## config.mk

```make
export PLATFORM = sky130hd
export DESIGN_NAME = pipe_if_id_skid_stage_flat
export DESIGN_NICKNAME = d
export VERILOG_FILES = /design/src/rtl/pipe_if_id_skid_stage_pkg.sv /design/src/rtl/pipe_if_id_skid_stage_if.sv /design/src/rtl/pipe_if_id_skid_stage_skid_buf_2.sv /design/src/rtl/pipe_if_id_skid_stage.sv /design/src/flat_wrapper.sv
export SDC_FILE = /design/constraint.sdc
export NUM_CORES = 1
export LEC_CHECK = 0
export ABC_AREA = 1
export BUFFER_PORTS_ARGS = -buffer_cell sky130_fd_sc_hd__buf_4
export CORE_ASPECT_RATIO = 1.25
export CORE_UTILIZATION = 60
export CTS_CLUSTER_DIAMETER = 200
export DETAILED_ROUTE_END_ITERATION = 16
export PLACE_DENSITY_LB_ADDON = 0.15
export SLEW_MARGIN = 30
export SYNTH_ARGS = -nofsm -noshare
export SYNTH_HDL_FRONTEND = slang
export SYNTH_SLANG_ARGS = --single-unit
```

## constraint.sdc

```tcl
create_clock -name clk -period 12.4 [get_ports clk]
set_input_delay 2.48 -clock clk [delete_from_list [all_inputs] [get_ports clk]]
set_output_delay 2.48 -clock clk [all_outputs]
set_load 0.005 [all_outputs]
```

## src/rtl/pipe_if_id_skid_stage_pkg.sv

```systemverilog
// rtl/pipe_if_id_skid_stage_pkg.sv - shared pipeline types and constants for the IF->ID stage
package pipe_if_id_skid_stage_pkg;

    typedef enum logic [1:0] {
        ST_EMPTY = 2'd0,
        ST_BUSY  = 2'd1,
        ST_FULL  = 2'd2
    } skid_state_t;

    localparam logic [31:0] NOP_INSTR = 32'h0000_0000;

endpackage

```

## src/rtl/pipe_if_id_skid_stage_if.sv

```systemverilog
// rtl/pipe_if_id_skid_stage_if.sv - IF->ID handshake bundle with fetch-side and decode-side signals
interface pipe_if_id_skid_stage_if #(
    parameter int INSTR_W = 32,
    parameter int PC_W    = 30
);
    logic               in_valid;
    logic [INSTR_W-1:0] in_instr;
    logic [PC_W-1:0]    in_pc;
    logic               in_ready;
    logic               out_valid;
    logic [INSTR_W-1:0] out_instr;
    logic [PC_W-1:0]    out_pc;
    logic               out_ready;

    modport master (
        output in_valid, in_instr, in_pc, out_ready,
        input  in_ready, out_valid, out_instr, out_pc
    );

    modport slave (
        input  in_valid, in_instr, in_pc, out_ready,
        output in_ready, out_valid, out_instr, out_pc
    );
endinterface

```

## src/rtl/pipe_if_id_skid_stage_skid_buf_2.sv

```systemverilog
// rtl/pipe_if_id_skid_stage_skid_buf_2.sv - generic 2-entry valid/ready skid buffer with registered in_ready
module skid_buf_2
    import pipe_if_id_skid_stage_pkg::*;
#(
    parameter int DATA_W = 62
) (
    input  logic              clk,
    input  logic              rst,
    input  logic              clear,
    input  logic              in_valid,
    input  logic [DATA_W-1:0] in_data,
    output logic              in_ready,
    output logic              out_valid,
    output logic [DATA_W-1:0] out_data,
    input  logic              out_ready
);
    skid_state_t       state, state_nxt;
    logic [DATA_W-1:0] main_data, skid_data;
    logic              in_ready_q;
    logic              in_fire;
    logic              load_main_in, load_main_skid, load_skid;

    assign in_fire   = in_valid & in_ready_q;
    assign in_ready  = in_ready_q;
    assign out_valid = (state != ST_EMPTY);
    assign out_data  = main_data;

    always_ff @(posedge clk or posedge rst) begin
        if (rst) begin
            state      <= ST_EMPTY;
            in_ready_q <= 1'b1;
        end else begin
            state      <= state_nxt;
            in_ready_q <= (state_nxt != ST_FULL);
        end
    end

    always_comb begin
        state_nxt      = state;
        load_main_in   = 1'b0;
        load_main_skid = 1'b0;
        load_skid      = 1'b0;
        if (clear) begin
            state_nxt = ST_EMPTY;
        end else begin
            case (state)
                ST_EMPTY: begin
                    if (in_fire) begin
                        load_main_in = 1'b1;
                        state_nxt    = ST_BUSY;
                    end
                end
                ST_BUSY: begin
                    if (in_fire && out_ready) begin
                        load_main_in = 1'b1;
                    end else if (in_fire) begin
                        load_skid = 1'b1;
                        state_nxt = ST_FULL;
                    end else if (out_ready) begin
                        state_nxt = ST_EMPTY;
                    end
                end
                ST_FULL: begin
                    // in_ready is low here, so only the skid entry can move up
                    if (out_ready) begin
                        load_main_skid = 1'b1;
                        state_nxt      = ST_BUSY;
                    end
                end
                default: state_nxt = ST_EMPTY;
            endcase
        end
    end

    always_ff @(posedge clk or posedge rst) begin
        if (rst) begin
            main_data <= '0;
            skid_data <= '0;
        end else if (clear) begin
            main_data <= '0;
            skid_data <= '0;
        end else begin
            if (load_main_in) begin
                main_data <= in_data;
            end else if (load_main_skid) begin
                main_data <= skid_data;
            end
            if (load_skid) begin
                skid_data <= in_data;
            end
        end
    end
endmodule

```

## src/rtl/pipe_if_id_skid_stage.sv

```systemverilog
// rtl/pipe_if_id_skid_stage.sv - IF->ID pipeline register built on a 2-entry skid with flush and bubble insertion
module pipe_if_id_skid_stage
    import pipe_if_id_skid_stage_pkg::*;
#(
    parameter int                 INSTR_W = 32,
    parameter int                 PC_W    = 30,
    parameter logic [INSTR_W-1:0] BUBBLE  = INSTR_W'(NOP_INSTR)
) (
    input  logic                     clk,
    input  logic                     rst,
    input  logic                     flush,
    pipe_if_id_skid_stage_if.slave   bus
);
    localparam int DATA_W = INSTR_W + PC_W;

    logic              main_valid;
    logic [DATA_W-1:0] main_data;

    skid_buf_2 #(
        .DATA_W (DATA_W)
    ) u_skid (
        .clk       (clk),
        .rst       (rst),
        .clear     (flush),
        .in_valid  (bus.in_valid),
        .in_data   ({bus.in_instr, bus.in_pc}),
        .in_ready  (bus.in_ready),
        .out_valid (main_valid),
        .out_data  (main_data),
        .out_ready (bus.out_ready)
    );

    // Decode never sees stale payload: an invalid slot always reads as a NOP bubble
    assign bus.out_valid = main_valid;
    assign bus.out_instr = main_valid ? main_data[DATA_W-1:PC_W] : BUBBLE;
    assign bus.out_pc    = main_valid ? main_data[PC_W-1:0] : '0;
endmodule
```

## src/flat_wrapper.sv

```systemverilog
// flat-port wrapper written by rule: the top's interface ports become plain ports
module pipe_if_id_skid_stage_flat import pipe_if_id_skid_stage_pkg::*;
#(
    parameter int                 INSTR_W = 32,
    parameter int                 PC_W    = 30,
    parameter logic [INSTR_W-1:0] BUBBLE  = INSTR_W'(NOP_INSTR)
)
  (clk, rst, flush, bus_in_valid, bus_in_instr, bus_in_pc, bus_out_ready, bus_in_ready, bus_out_valid, bus_out_instr, bus_out_pc);
  pipe_if_id_skid_stage_if #(.INSTR_W(INSTR_W), .PC_W(PC_W)) bus_i ();
  input  logic clk;
  input  logic rst;
  input  logic flush;
  input wire logic [$bits(bus_i.in_valid)-1:0] bus_in_valid;
  input wire logic [$bits(bus_i.in_instr)-1:0] bus_in_instr;
  input wire logic [$bits(bus_i.in_pc)-1:0] bus_in_pc;
  input wire logic [$bits(bus_i.out_ready)-1:0] bus_out_ready;
  output wire logic [$bits(bus_i.in_ready)-1:0] bus_in_ready;
  output wire logic [$bits(bus_i.out_valid)-1:0] bus_out_valid;
  output wire logic [$bits(bus_i.out_instr)-1:0] bus_out_instr;
  output wire logic [$bits(bus_i.out_pc)-1:0] bus_out_pc;
  assign bus_i.in_valid = bus_in_valid;
  assign bus_i.in_instr = bus_in_instr;
  assign bus_i.in_pc = bus_in_pc;
  assign bus_i.out_ready = bus_out_ready;
  assign bus_in_ready = bus_i.in_ready;
  assign bus_out_valid = bus_i.out_valid;
  assign bus_out_instr = bus_i.out_instr;
  assign bus_out_pc = bus_i.out_pc;
  pipe_if_id_skid_stage #(.INSTR_W(INSTR_W), .PC_W(PC_W), .BUBBLE(BUBBLE)) u_core (.clk(clk), .rst(rst), .flush(flush), .bus(bus_i));
endmodule
```

---- Word level (Yosys, flattened, before mapping) ----
Cells that the tools add are included.
storage, ports and cells
  input bits .............................. 67
  word-level logic and storage cells ...... 37
  flip-flop bits (word level) ............. 127
cells by class
  mux-type cells .......................... 24
  bitwise gates (word level) .............. 1
  equal/unequal tests ..................... 3
  reduce and logical (&&, ||, !) cells .... 5
operator list
  cell                  number
  $mux W62              5
  $mux W32              1
  $mux W30              1
  $mux W2               6
  $mux W1               9
  $pmux W2 S3           1
  $reduce_bool A2 Y1    2
  $reduce_bool A3 Y1    1
  $eq A2 B1 Y1 const B  1
  $eq A2 B2 Y1 const B  1
  $logic_not A2 Y1      1
  $ne A2 B2 Y1 const B  1
  $pmux W1 S2           1
  $and A1 B1 Y1         1
  $logic_and A1 B1 Y1   1

---- Depth between registers and ports, before layout ----
Gate-level depths: netlist of run 1.
  depth in word-level cells ............... 7
  depth in mapped cells ................... 9
  depth with buffers taken out ............ 8

---- By module ----
From an unflattened synthesis of run 1, not the netlist that was laid out.
unflattened totals
  cell total of the unflattened synthesis .. 928
  area, all modules ....................... 6690.2 sq um
by module, submodules not included
  module                 cells an instance  seq. area each (sq um)  area each (sq um)  instances
  skid_buf_2             797                3179.3                  6088.3             1
  pipe_if_id_skid_stage  131                0.0                     601.8              1

---- Worst setup path before layout of run 1 ----
No wires, ideal clock.
  path kind ............................... flip-flop to output port
  from .................................... register u_core.u_skid.state[0]
  to ...................................... output port bus_out_valid
  data arrival time ....................... 1.138 ns
  cell stages (with the launch flop) ...... 4
  path buffers ............................ 1
  setup slack ............................. 8.782 ns
  required time ........................... 9.920 ns
  cells stage by stage .................... dfrtp_1 > nor2_1 > clkbuf_1 > inv_1
between the ends
  word-level cells in the longest chain between the ends .. 1
RTL lines
  what                    RTL line                                source
  start, declared         pipe_if_id_skid_stage_skid_buf_2.sv:17  skid_state_t state, state_nxt;
  start signal, assigned  pipe_if_id_skid_stage_skid_buf_2.sv:33  state <= state_nxt;
  $reduce_bool A2 Y1      pipe_if_id_skid_stage_skid_buf_2.sv:25  assign out_valid = (state != ST_EMPTY);
  end, declared           flat_wrapper.sv:18                      output wire logic [$bits(bus_i.out_valid)-1:0] bus_out_valid;
Every way passes these cells.

---- Final worst setup path of run 1 ----
  from .................................... input port bus_in_valid
  to ...................................... register u_core.u_skid.main_data[19] (netlist: u_core.u_skid.out_data[19])
between the ends
  word-level cells in the longest chain between the ends .. 7
RTL lines
  what                  RTL line                                source
  start, declared       flat_wrapper.sv:13                      input wire logic [$bits(bus_i.in_valid)-1:0] bus_in_valid;
  $and A1 B1 Y1 (*)     pipe_if_id_skid_stage_skid_buf_2.sv:23  assign in_fire = in_valid & in_ready_q;
  $logic_and A1 B1 Y1   pipe_if_id_skid_stage_skid_buf_2.sv:54  if (in_fire && out_ready) begin
  $mux W1               pipe_if_id_skid_stage_skid_buf_2.sv:54
  $pmux W1 S2 (*)       pipe_if_id_skid_stage_skid_buf_2.sv:46  case (state)
  $mux W1 (*)           pipe_if_id_skid_stage_skid_buf_2.sv:43  if (clear) begin
  $mux W62              pipe_if_id_skid_stage_skid_buf_2.sv:83  if (load_main_in) begin
  $mux W62              pipe_if_id_skid_stage_skid_buf_2.sv:79  end else if (clear) begin
  end signal, assigned  pipe_if_id_skid_stage_skid_buf_2.sv:84  main_data <= in_data;
  end signal, assigned  pipe_if_id_skid_stage_skid_buf_2.sv:86  main_data <= skid_data;
  end, declared         pipe_if_id_skid_stage_skid_buf_2.sv:18  logic [DATA_W-1:0] main_data, skid_data;
Every way passes the cells marked *; elsewhere a longest branch is shown, timed or not.
A chain may end at the register's enable or synchronous reset.

==> results of run 1 <==
[per-layer routing]
metal / part of all wire [%] / vias to the layer above
li1: - / 2984
met1: 40 / 2782
met2: 51 / 245
met3: 6.3 / 35
met4: 2.6 / 0
met5: 0 / -
[flip-flops by register name, summed over array words and instances (netlist names)]
register,cells
u_core.u_skid.in_ready,1
u_core.u_skid.state,2
u_core.u_skid.skid_data,62
u_core.u_skid.out_data,62
[metrics by stage]
stage | worst slack (ns) | instance area, um^2 | std cells
final | 7.373 | 8082 | 1171
after global routing | 7.176 | 8082 | 1171
after CTS | 7.454 | 8080 | 1171
after detailed placement | 7.028 | 7507 | 1141
after global placement | 7.098 | 7500 | 1141
after floorplan | 6.537 | 6514 | 926
[power groups by stage]
stage	Clock, mW	Combinational (mW)	Sequential (mW)
finish	0.485	0.140	0.441
global route	0.504	0.158	0.443
CTS	0.486	0.140	0.441
detailed placement	0	0.138	0.448
global placement	0	0.136	0.447
floorplan	0	0.0898	0.445
[cells in the final DEF, fill, tap and decap left out, drive strengths merged]
master,Yosys,routed
o21ai,31,31
buf,25,138
nand2,318,318
dfstp,1,1
nor3,3,3
bufinv,0,2
inv,196,195
a21oi,2,2
dfrtp,126,126
nor2,68,68
o22ai,32,32
clkbuf,30,23
nand4,30,30
clkinv,0,6
nand3,64,64
[worst paths after layout]
| path | startpoint | to | depth (start not counted) |
|---|---|---|---|
| min reg2reg | u_core.u_skid.out_data[31] | u_core.u_skid.out_data[31] | 2 |
| min in group asynchronous | rst | u_core.u_skid.out_data[10] | 2 |
| max in group asynchronous | rst | u_core.u_skid.out_data[38] | 3 |
| min | u_core.u_skid.out_data[31] | u_core.u_skid.out_data[31] | 2 |
| max reg2reg | u_core.u_skid.in_ready | u_core.u_skid.out_data[19] | 8 |
| max | bus_in_valid | u_core.u_skid.out_data[19] | 9 |
[worst min-delay path: stages (launching register included)]
cell	delay, ns
dfrtp_1	0.34
nand2_1	0.06
nand2_1	0.05
[logic make-up after synthesis]
| family | after synthesis | synth area share, % |
|---|---|---|
| DFF | 127 | 48.81 |
| buffers and inverters | 251 | 14.94 |
| and+or+nand+nor | 483 | 30.46 |
| AOI/OAI and AO/OA | 65 | 5.782 |
[cell type report]
type / instances / area [um^2] / share of cell area [%]
flip-flops and latches: 127 / 3179 / 39.34
clock buffers: 23 / 488.0 / 6.038
inverters: 196 / 739.5 / 9.150
repair buffers: 138 / 1036 / 12.82
multi-input cells: 548 / 2389 / 29.56
well taps: 132 / 165.2 / 2.044
clock inverters: 7 / 85.08 / 1.053
==> flow_summary.toml, run 1 <==
[run_status]
status = "finished, final reports clean"

[power_and_ir_drop]
power_density_nw_per_um2 = 131.9
p_int_mw = 0.7925
p_comb_share_pct = 13.1
power.switching_mw = 0.2738
max-vdd-ir-drop_v = 0.0001008
total_power_mw = 1.066
seqPwrFrac_pct = 41.4
clock_power_share_pct = 45.5
switching_share_pct = 25.68
p_leak_nw = 4.678

[drt]
wl_mm = 16.00
drt_iter0_drc = 430
viasPerCell = 5.163
via_count = 6046
drc = 0
dr.pass1.iters = 5
detail_route.wl_per_cell_um = 13.66
ant_nets = 0

[setup_path]
endpoint_kind = "register"
path_class = "in -> reg"
cp.required_ns = 12.75
max_stage_delay_ns = 0.68
crit_arrival_ns = 5.38
path_delay_family = "buffers and inverters"
worstPathMaxFanout = 67
r2r_setup_slack_ns = 8.99
path_cells = "buf_4 -> nand2_1 -> nor2_4 -> buf_4 -> nand2_2 -> a21oi_4 -> buf_4 -> nand2_1 -> nand2_1"
worstPathBufferInverterCount = 3
critPathLaunchType = "primary input"
slowest_stage = "a21oi_4"

[clock_tree]
cts.path.max_buffers = 2
cts_tree = "yes"
htree_levels = 4
clkSlewWorstSetupHoldPaths_ns = 0.06
cts.sinks = 127
clk_latency_ns = 0.41
ctsResizeCount = 0
ctsHoldBuffers = 0
cts_made_buffers = 17
cts_root_buf = "clkbuf_16"
post_cts_buffers = 0

[sta]
final_max_slew_viol_count = 0
timing.hold.ws_ns = 0.4757
tns_ns = 0
worstMarginPinSlew_ns = 0.8313
fmax_ghz = 0.1989
finalSetupViolations = 0
fin_skew_ns = 0.004299
layout_min_cycle_time_ns = 5.027
post-route-period-util_pct = 40.54
rsz0062_at_grt = "no"
hold_viol_final = 0
max_slew_margin_pct = 44.52

[global_routing]
grtUsageMet1_pct = 39.54
grt_pass1_wl_mm = 26.30
antenna_found_initial = 0
grt_usage_pct = 30.30
grt.busiest_layer = "met2"
first_global_vias = 5548
met2_usage_pct = 49.20
grt_overflow = 0
grtUsageMet3_pct = 5.727
grt_max_degree = 68

[placement]
gp_congestion = 0.7901
dp.final_hpwl_mm = 9.590
io_buffer_count = 130

[job]
cap_violations = 0

[yosys]
synthesis.area_um2 = 6514
synth.top_cell.area_share_pct = 48.41
ys_warn_count = 0
synthArstFlopShare_pct = 100.0
syn_inst = 926
yosysMostFrequentCell = "nand2_1"
synth_flop_cell = "dfrtp_1"
synthesis.nets = 993
synth_top_area_cell = "dfrtp_1"
ys_ff_latch = 127
synth-seq-area-share_pct = 48.81
synthTopCellsByArea = "dfrtp_1, nand2_1, inv_1"
synth_cell_type_count = 17
synth_edf_count = 0
avgSynthCellArea_um2 = 7.034
synth_common_cells = "nand2_1, inv_1, dfrtp_1"

[final_layout]
final_nets = 1095
layout-drive-gt1-share_pct = 17.23
num_antenna_cells = 0
final_util_pct = 76.51
area_growth_pct = 24.07
fill_cells = 820

[die]
initial_core_util_pct = 61.67
die_y_um = 118.5
coreArea_um2 = 10560
die_area_um2 = 11280
ios = 131
rows = 42
fp.dieW_um = 95.20

[worst_hold_path]
hold_class = "reg -> reg"
(Power assumes the default switching activity.)
==> inputs of run 2 (changes only) <==
- CORE_UTILIZATION: 60 -> 50
- clock period: 12.4 -> 4.1 ns (I/O delays scaled with it)
==> run 2 against run 1 <==
Non-clock buffer count up 7. Setup slack got worse by 6.2 ns. Highest routed layer unchanged. First-iteration DRC count shrank 15%. Routed wire length rose by 0.11%. Clock power grew to 3.1 times the previous value. Critical path type is now reg -> out. Register-to-register slack lost 7.4 ns. Cell count up 3.8%. Sequential power grew to 3.0 times the previous value. Worst hold slack worse by 0.10 ns.
==> flow_summary.toml, run 2 (synthesized netlist as in run 1, its figures left out) <==
[global_routing]
grt_max_degree = 64
grt_overflow = 0
first_global_vias = 5520
antenna_found_initial = 0
grt_usage_pct = 25.25
grt_pass1_wl_mm = 26.75

[die]
coreArea_um2 = 12720
die_area_um2 = 13490
fp.dieW_um = 104.1
initial_core_util_pct = 51.21
die_y_um = 129.6
ios = 131
rows = 46

[setup_path]
worstPathMaxFanout = 51
critPathLaunchType = "register"
path_class = "reg -> out"
r2r_end = "u_core.u_skid.out_data[48]"
endpoint_kind = "output pin"
r2r_setup_slack_ns = 1.56
crit_arrival_ns = 2.06
worstRegToRegCells = 7
r2r-start = "u_core.u_skid.in_ready"
cp.required_ns = 3.28

[clock_tree]
cts_root_buf = "clkbuf_16"
cts_made_buffers = 17
ctsResizeCount = 0
post_cts_buffers = 0
cts.sinks = 127
ctsHoldBuffers = 0
cts_tree = "yes"
htree_levels = 4
cts.path.max_buffers = 2
clkSlewWorstSetupHoldPaths_ns = 0.05
clk_latency_ns = 0.41

[final_layout]
final_nets = 1102
area_growth_pct = 26.16
layout_commonest_cell = "nand2_1"
num_antenna_cells = 0
layout_common_cells = "nand2_1, inv_1, buf_4"
layout-drive-gt1-share_pct = 17.38

[power_and_ir_drop]
max-vdd-ir-drop_v = 0.0002639
p_leak_nw = 4.719
power_density_nw_per_um2 = 395.3

[sta]
finalSetupViolations = 0
rsz0062_at_grt = "no"
final_max_slew_viol_count = 0
max_slew_margin_pct = 50.58
layout_min_cycle_time_ns = 2.883
hold_viol_final = 0
fin_ws_ns = 1.217
tns_ns = 0
fin_skew_ns = 0.007265
post-route-period-util_pct = 70.32
fmax_ghz = 0.3468
worstMarginPinSlew_ns = 0.7394

[placement]
gp_congestion = 0.8076
pre_cts_ws_ns = 1.163
io_buffer_count = 130
dp.final_hpwl_mm = 9.891

[run_status]
status = "finished, final reports clean"

[drt]
drt_iter0_drc = 365
dr.pass1.iters = 5
ant_nets = 0
drc = 0
viasPerCell = 4.850
via_count = 5893
wl_mm = 16.01
detail_route.wl_per_cell_um = 13.18

[worst_hold_path]
hold_class = "in -> async"

[job]
cap_violations = 0
[run 2: worst max-delay path by stage]
stage                                      start                          to  depth (start not counted)
after global routing      u_core.u_skid.state[1]            bus_out_instr[1]                          4
after floorplan                              rst   u_core.u_skid.out_data[0]                          1
after CTS                 u_core.u_skid.state[1]            bus_out_instr[1]                          4
after global placement              bus_in_valid  u_core.u_skid.out_data[59]                          8
after detailed placement            bus_in_valid  u_core.u_skid.out_data[10]                          9
final                     u_core.u_skid.state[1]            bus_out_instr[1]                          4
[run 2: per-layer routing]
layer	vias to the layer above	part of all wire, %	global-route usage (%)
met1	2720	44	32.61
met5	-	0	0
li1	2998	-	-
met2	155	50	42.16
met4	0	1.5	8.824
met3	20	4.9	5.634
[run 2: where the power goes]
group	internal (mW)	leakage, nW	switching, mW
Clock	0.980	0.288	0.505
Sequential	1.31	1.75	0.0268
Combinational	0.153	2.69	0.277
Total	2.44	4.72	0.810
[run 2: layout make-up]
cell class / instances / area [um^2]
well taps: 168 / 210.2
clock buffers: 24 / 471.7
flip-flops and latches: 127 / 3179
repair buffers: 145 / 1126
inverters: 196 / 739.5
fillers: 1212 / 4502
multi-input cells: 548 / 2381
clock inverters: 7 / 110.1
[run 2: metrics by stage]
stage	util, %	total power, mW	cells	hold WS (ns)	area (um^2)
detailed placement	59.88	1.784	1183	0.4650	7616
global route	64.61	3.395	1215	0.3731	8218
CTS	64.45	3.278	1214	0.4793	8198
floorplan	-	1.618	926	0.4488	6518
global placement	59.88	1.780	1183	0.4636	7616
finish	64.61	3.249	1215	0.3708	8218
[run 2: critical path: stages, from the launching register on]
cell and delay [ns]:
dfrtp_1 0.47, nor2_4 0.34, buf_4 0.56, nor2_1 0.12, buf_4 0.16
